--- config.mk ---
export PLATFORM = sky130hd
export DESIGN_NAME = eth_tx_sequencer
export DESIGN_NICKNAME = d
export VERILOG_FILES = /design/src/rtl/eth_pkg.sv /design/src/rtl/eth_tx_sequencer_sync_ff.sv /design/src/rtl/eth_tx_sequencer.sv
export SDC_FILE = /design/constraint.sdc
export NUM_CORES = 1
export LEC_CHECK = 0
export CORE_ASPECT_RATIO = 1.25
export CORE_MARGIN = 4
export CORE_UTILIZATION = 52
export CTS_BUF_LIST = sky130_fd_sc_hd__clkbuf_16
export DETAILED_ROUTE_END_ITERATION = 6
export PLACE_DENSITY_LB_ADDON = 0.25
export SLEW_MARGIN = 20
export SYNTH_ARGS = -nofsm -noshare
export SYNTH_HDL_FRONTEND = slang
export SYNTH_SLANG_ARGS = --single-unit
export TNS_END_PERCENT = 5
--- constraint.sdc ---
create_clock -name clk -period 2.7 [get_ports clk]
set_clock_uncertainty 0.1 [all_clocks]
set_input_delay 0.675 -clock clk [delete_from_list [all_inputs] [get_ports clk]]
set_output_delay 0.675 -clock clk [all_outputs]
set_load 0.01 [all_outputs]
--- src/rtl/eth_pkg.sv ---
// Shared types and constants for the MII transmit path.
package eth_pkg;

    typedef enum logic [2:0] {
        S_IDLE,
        S_PREAMBLE,
        S_SFD,
        S_DATA_LO,
        S_DATA_HI,
        S_UNDERRUN,
        S_FLUSH,
        S_IFG
    } tx_state_e;

    localparam logic [3:0]  PREAMBLE_NIBBLE = 4'h5;
    localparam logic [3:0]  SFD_NIBBLE      = 4'hD;
    localparam int unsigned CRC_BYTES       = 4;
    localparam int unsigned WC_WIDTH        = 11;
    localparam int unsigned LEN_WIDTH       = WC_WIDTH + 1;

endpackage

--- src/rtl/eth_tx_sequencer_sync_ff.sv ---
// Multi-stage single-bit synchroniser; q is the last stage of the chain.
module sync_ff #(
    parameter int unsigned STAGES = 2
) (
    input  logic clk,
    input  logic rst,
    input  logic d,
    output logic q
);

    logic [STAGES-1:0] sync_q;
    logic [STAGES-1:0] sync_d;

    always_comb begin
        sync_d    = sync_q << 1;
        sync_d[0] = d;
    end

    always_ff @(posedge clk) begin
        if (rst) begin
            sync_q <= '0;
        end else begin
            sync_q <= sync_d;
        end
    end

    assign q = sync_q[STAGES-1];

endmodule

--- src/rtl/eth_tx_sequencer.sv ---
// MII transmit frame controller: descriptor handshake, preamble/SFD, nibble
// serialisation of FIFO bytes, underrun flush and inter-frame gap.
module eth_tx_sequencer
    import eth_pkg::*;
#(
    parameter int unsigned PREAMBLE_NIBBLES = 15,
    parameter int unsigned IFG_CYCLES       = 24,
    parameter int unsigned SYNC_STAGES      = 2
) (
    input  logic                clk,
    input  logic                rst,
    input  logic [WC_WIDTH-1:0] i_word_count,
    input  logic                i_word_count_ready,
    output logic                o_word_count_ack,
    input  logic [7:0]          i_fifo_data,
    input  logic                i_fifo_empty,
    output logic                o_fifo_rd,
    output logic [3:0]          o_mii_txd,
    output logic                o_mii_tx_en,
    output logic                o_busy,
    output logic                o_underrun
);

    localparam int unsigned CNT_MAX = (PREAMBLE_NIBBLES > IFG_CYCLES) ? PREAMBLE_NIBBLES : IFG_CYCLES;
    localparam int unsigned CNT_W   = $clog2(CNT_MAX + 1);

    tx_state_e            state_q, state_d;
    logic [CNT_W-1:0]     cnt_q, cnt_d;
    logic [LEN_WIDTH-1:0] rem_q, rem_d;
    logic [3:0]           hold_q, hold_d;
    logic                 ack_q, ack_d;
    logic                 ready_s;

    sync_ff #(
        .STAGES(SYNC_STAGES)
    ) u_ready_sync (
        .clk(clk),
        .rst(rst),
        .d  (i_word_count_ready),
        .q  (ready_s)
    );

    always_comb begin
        state_d     = state_q;
        cnt_d       = '0;
        rem_d       = rem_q;
        hold_d      = hold_q;
        ack_d       = ack_q;
        o_mii_txd   = '0;
        o_mii_tx_en = 1'b0;
        o_fifo_rd   = 1'b0;
        o_underrun  = 1'b0;

        // Ack release is independent of the frame state.
        if (ack_q && !ready_s) begin
            ack_d = 1'b0;
        end

        case (state_q)
            S_IDLE: begin
                if (ready_s && !ack_q) begin
                    rem_d   = LEN_WIDTH'(i_word_count) + LEN_WIDTH'(CRC_BYTES);
                    ack_d   = 1'b1;
                    state_d = S_PREAMBLE;
                end
            end
            S_PREAMBLE: begin
                o_mii_tx_en = 1'b1;
                o_mii_txd   = PREAMBLE_NIBBLE;
                if (cnt_q == CNT_W'(PREAMBLE_NIBBLES - 1)) begin
                    state_d = S_SFD;
                end else begin
                    cnt_d = cnt_q + CNT_W'(1);
                end
            end
            S_SFD: begin
                o_mii_tx_en = 1'b1;
                o_mii_txd   = SFD_NIBBLE;
                if (!i_fifo_empty) begin
                    o_fifo_rd = 1'b1;
                    state_d   = S_DATA_LO;
                end else begin
                    state_d = S_UNDERRUN;
                end
            end
            S_DATA_LO: begin
                o_mii_tx_en = 1'b1;
                o_mii_txd   = i_fifo_data[3:0];
                hold_d      = i_fifo_data[7:4];
                rem_d       = rem_q - LEN_WIDTH'(1);
                state_d     = S_DATA_HI;
            end
            S_DATA_HI: begin
                o_mii_tx_en = 1'b1;
                o_mii_txd   = hold_q;
                if (rem_q == '0) begin
                    state_d = S_IFG;
                end else if (!i_fifo_empty) begin
                    o_fifo_rd = 1'b1;
                    state_d   = S_DATA_LO;
                end else begin
                    state_d = S_UNDERRUN;
                end
            end
            S_UNDERRUN: begin
                o_underrun = 1'b1;
                state_d    = S_FLUSH;
            end
            S_FLUSH: begin
                if (rem_q == '0) begin
                    state_d = S_IFG;
                end else if (!i_fifo_empty) begin
                    o_fifo_rd = 1'b1;
                    rem_d     = rem_q - LEN_WIDTH'(1);
                    if (rem_q == LEN_WIDTH'(1)) begin
                        state_d = S_IFG;
                    end
                end
            end
            S_IFG: begin
                if (cnt_q == CNT_W'(IFG_CYCLES - 1)) begin
                    state_d = S_IDLE;
                end else begin
                    cnt_d = cnt_q + CNT_W'(1);
                end
            end
            default: begin
                state_d = S_IDLE;
            end
        endcase
    end

    always_ff @(posedge clk) begin
        if (rst) begin
            state_q <= S_IDLE;
            cnt_q   <= '0;
            rem_q   <= '0;
            hold_q  <= '0;
            ack_q   <= 1'b0;
        end else begin
            state_q <= state_d;
            cnt_q   <= cnt_d;
            rem_q   <= rem_d;
            hold_q  <= hold_d;
            ack_q   <= ack_d;
        end
    end

    assign o_word_count_ack = ack_q;
    assign o_busy           = (state_q != S_IDLE);

endmodule
After elaboration in Yosys (flattened, before gate mapping)
Index checks and enable logic that the tools add are counted.
{"block": "op_classes", "n_mux": 25, "n_eq_ne": 17, "reduce_logical": 12, "add_sub_neg": 3}
{"operator": "$mux 12", "n": 3}
{"operator": "$pmux 12 s3", "n": 1}
{"operator": "$mux 3", "n": 8}
{"operator": "$pmux 3 s8", "n": 1}
{"operator": "$pmux 4 s4", "n": 1}
{"operator": "$add 11x3->12 const B", "n": 1}
{"operator": "$eq 12x1->1 const B", "n": 1}
{"operator": "$eq 3x3->1 const B", "n": 4}
{"operator": "$logic_not 12->1", "n": 1}
{"operator": "$sub 12x1->12 const B", "n": 1}
{"operator": "$mux 5", "n": 2}
{"operator": "$ne 2x2->1 const B", "n": 5}
{"operator": "$pmux 5 s2", "n": 1}
{"operator": "$mux 1", "n": 7}
{"operator": "$eq 3x2->1 const B", "n": 2}
{"operator": "$ne 3x3->1 const B", "n": 2}
{"operator": "$reduce_bool 3->1", "n": 2}
{"operator": "$add 5x1->5 const B", "n": 1}
{"operator": "$eq 5x4->1 const B", "n": 1}
{"operator": "$eq 5x5->1 const B", "n": 1}
{"operator": "$reduce_and 5->1", "n": 1}
{"operator": "$reduce_and 4->1", "n": 1}
{"operator": "$reduce_or 4->1", "n": 1}
{"operator": "$eq 3x1->1 const B", "n": 1}
{"operator": "5 further kinds", "n": 7}
{"block": "word_totals", "in_bits": 23, "elab_cells": 63, "out_inout_bits": 9, "reg_bits": 27}

Longest topological paths before layout
{"block": "logic_depth", "word_depth": 5, "depth_mapped": 8, "depth_no_buf": 7}

By module
Synthesis repeated with hierarchy kept, for this count alone.
{"block": "hier_totals", "cells_unflattened": 229, "hier_area_um2": 1747.9}
{"module": "eth_tx_sequencer", "seq_area_each_um2": 500.5, "cells_each": 225, "instances": 1, "area_per_inst_um2": 1695.4}
{"module": "sync_ff", "seq_area_each_um2": 40.0, "cells_each": 4, "instances": 1, "area_per_inst_um2": 52.6}

Worst setup path before layout
Ideal clock, no wire load.
{"block": "synth_path", "path_type": "register -> output", "start": "register rem_q[0]", "end": "output o_fifo_rd", "stages_incl_launch_ff": 6, "path_buffers": 0, "arrival_ns": 1.384, "slack_ns": 0.541, "t_required_ns": 1.925, "cell_sequence": "dfxtp_1 -> inv_1 -> ha_1 -> or3b_2 -> nor2_4 -> a311oi_1"}
{"block": "synth_via", "elab_chain_cells": 3}
{"element": "from (decl)", "line_no": "eth_tx_sequencer.sv:29", "source": "logic [LEN_WIDTH-1:0] rem_q, rem_d;"}
{"element": "from (signal assigned)", "line_no": "eth_tx_sequencer.sv:143", "source": "rem_q <= rem_d;"}
{"element": "$logic_not 12->1", "line_no": "eth_tx_sequencer.sv:96, eth_tx_sequencer.sv:110"}
{"element": "$mux 1", "line_no": "eth_tx_sequencer.sv:110", "source": "if (rem_q == '0) begin"}
{"element": "$pmux 1 s2", "line_no": "eth_tx_sequencer.sv:59", "source": "case (state_q)"}
{"element": "to (decl)", "line_no": "eth_tx_sequencer.sv:17", "source": "output logic o_fifo_rd,"}
No other way between the ends.

Final worst setup path
{"block": "layout_path", "start": "input i_fifo_data[3]", "end": "output o_mii_txd[3]"}
{"block": "layout_via", "elab_chain_cells": 1}
{"element": "from (decl)", "line_no": "eth_tx_sequencer.sv:15", "source": "input logic [7:0] i_fifo_data,"}
{"element": "$pmux 4 s4", "line_no": "eth_tx_sequencer.sv:59"}
{"element": "to (decl)", "line_no": "eth_tx_sequencer.sv:18", "source": "output logic [3:0] o_mii_txd,"}
No other way between the ends.

==> flow_summary_export.csv <==
group,metric,value,unit
cells_and_area,layout_commonest_cell,"nor2_1",
cts,clockBufferDepth,2,
global_route,grt_pass1_vias,1628,
drt,routed_wl,4160,um
die,io_pins,32,
cts,tritoncts,"built",
logic_synthesis,syn_avg_cell_area,8.10,um^2
critical_path,cpMaxStageDelayCell,"clkdlybuf4s50_1",
cells_and_area,final_cell_mix,"32 x nor2_1, 28 x clkdlybuf4s50_1, 26 x dfxtp_1",
cells_and_area,area_delta_synth_final,26.3,%
hold_path,hp-start,"u_ready_sync.sync_q[0]",
drt,drc_errors,0,
run_status,status,"finished clean",
logic_synthesis,yosysUniqueCellTypes,52,
drt,route.antenna.remaining_nets,0,
global_route,grtUsageTotal,19.6,%
pwr,p_leak,0.863,nW
drt,via_per_inst,5.85,
die,die_x,60.6,um
global_route,overflow,0,
cts,path_clk_slew,0.07,ns
cts,cts_sinks,27,
placement,finalWeightedCongestion,0.783,
sta,hold_violations,0,
placement,portBuffers,31,
die,core,0.00328,mm^2
placement,dp_hpwl,3160,um
critical_path,cp_common_cell,"clkdlybuf4s50_1",
sta,final-max-slew-violation-count,0,
sta,setup_viol,0,
cts,h-tree-depth,1,
logic_synthesis,synth_edf_count,0,
sta,setup_tns,0,ns
critical_path,path_cells,"clkdlybuf4s50_1, nor2_1, o21ai_0, clkdlybuf4s50_1",
sta,fmax,379,MHz
cts,cts_setup_buffers,0,
cts,clkLatencyLatePin,0.26,ns
critical_path,cp_max_fo,1,
drt,drt_iter0_drc,90,
logic_synthesis,ys_seq_elements,27,
global_route,grt_pass1_wl,6870,um
drt,wl_per_cell,14.0,um
critical_path,startpoint_type,"input pin",
logic_synthesis,synthesis.nets,250,
critical_path,path_buf_inv,2,
hold_path,hp-class,"reg -> reg",
cells_and_area,antenna_cells,0,
global_route,grt_start_max_net_pins,24,
logic_synthesis,yosysSeqAreaShare,30.0,%
logic_synthesis,netlist_instances,222,
pwr,ir_drop,0.535,mV
cells_and_area,nets,288,
sta,tightestPinTransition,0.691,ns
sta,hold_slack,0.349,ns
critical_path,arrival,1.87,ns
critical_path,path_class,"in -> out",
sta,rsz0062_at_grt,"false",
cells_and_area,layout-drive-gt1-share,13.9,%
cells_and_area,fillCellCount,284,
sta,period_needed,2.64,ns
critical_path,crit_required,1.92,ns
logic_synthesis,async_reset_ff_share,0,%
cts,cts_hold_buffers,0,
logic_synthesis,ys_warn_count,0,
die,dieArea,0.00447,mm^2
cts,cts_inserted_buffers,3,
cts,cts_root_buf,"clkbuf_16",
die,initial_core_util,54.8,%
drt,vias,1733,
critical_path,cp_top_family,"buffers and inverters",
sta,finalCritPeriodShare,97.8,%
pwr,powerDensity,571,mW/mm^2
critical_path,r2r_start,"rem_q[1]",
logic_synthesis,synth_flop_cell,"dfxtp_1",
logic_synthesis,synth_area,0.00180,mm^2
global_route,antenna_found_initial,0,
critical_path,end_kind,"primary output",
die,fp-row-count,23,
critical_path,cp-startpoint,"i_fifo_data[3]",
sta,max_slew_margin,53.8,%
die,die_y,73.8,um
run,max-cap-violations,0,
critical_path,max_stage_delay,0.56,ns
drt,dr.pass1.iters,4,
## registers in the layout, indices dropped and copies added, names as in the netlist
register             cells
rem_q                   12
cnt_q                    5
hold_q                   4
state_q                  3
u_ready_sync.sync_q      2
o_word_count_ack         1
## layer usage
metal  global-route usage [%]  wire (um)
met1                     23.2       1770
met2                     34.7       2060
met3                     2.64        229
met4                     7.71         97
met5                        0          0
## synthesized netlist by cell type (6+ instances only)
library cell | instances | share of area [%]
dfxtp_1 | 27 | 30
nand3_1 | 9 | 2.5
o21ai_1 | 6 | 1.7
o21ai_0 | 18 | 5.0
clkbuf_1 | 7 | 1.5
inv_1 | 7 | 1.5
a21oi_1 | 13 | 3.6
nand2_1 | 9 | 1.9
nor2_1 | 32 | 6.7
nand2b_1 | 6 | 2.1
nor3_1 | 7 | 1.9
## report_power, final
part / internal (W) / switching [W] / total [W] / leakage, nW
combinational: 0.000243 / 0.000250 / 0.000493 / 0.603
clock: 0.000200 / 0.000140 / 0.000340 / 0.0409
sequential: 0.000424 / 0.0000398 / 0.000464 / 0.219
total: 0.000868 / 0.000429 / 0.00130 / 0.863
## worst reg2reg max path, stage by stage (launching register included)
cell and delay [ns]:
dfxtp_1 0.32, inv_1 0.10, ha_1 0.17, buf_4 0.12, nor3b_1 0.31, nand3_2 0.20, o31ai_4 0.59, a211oi_1 0.09
a211oi_1 0.25
## per-stage QoR
| step | power [W] | instance area (um^2) | instances | utilization [%] | setup slack, ns |
|---|---|---|---|---|---|
| final | 0.00130 | 2270 | 296 | 69.3 | 0.0582 |
| after CTS | 0.00130 | 2270 | 296 | 69.2 | 0.0233 |
| after floorplan | 0.000785 | 1800 | 222 | - | 0.541 |
| after global routing | 0.00137 | 2270 | 296 | 69.3 | 0.0183 |
| after global placement | 0.000962 | 2190 | 292 | 66.8 | -0.208 |
| after detailed placement | 0.000968 | 2190 | 292 | 66.8 | -0.261 |
## cell families after synthesis
| group | after synthesis | share of synthesized area, % |
|---|---|---|
| xor+xnor | 10 | 4.87 |
| simple gates | 92 | 29.5 |
| flops | 27 | 30.0 |
| buf+inv | 19 | 5.36 |
| fa+ha+maj | 5 | 3.48 |
| compound gates | 65 | 24.5 |
| mux | 4 | 2.23 |
## worst paths after layout
check	to	slack [ns]	cells past startpoint
max	o_mii_txd[3]	0.06	4
min	u_ready_sync.sync_q[1]	0.35	1
max reg2reg	rem_q[1]	0.35	8
min reg2reg	u_ready_sync.sync_q[1]	0.35	1
## cell type report
type                    instances  area [um^2]  share of cell area (%)
multi-input cells             176         1170                    51.5
flip-flops and latches         27          542                    23.8
repair buffers                 45          408                    18.0
clock buffers                   3         75.1                    3.30
well taps                      37         46.3                    2.04
inverters                       7         26.3                    1.16
clock inverters                 1         5.00                   0.220
## timing repair
item,in CTS,in global routing
cloned,0,0
setup endpoints to repair,3,3
gates resized for setup,4,5
Note: power is estimated with default switching activity, not from simulation.
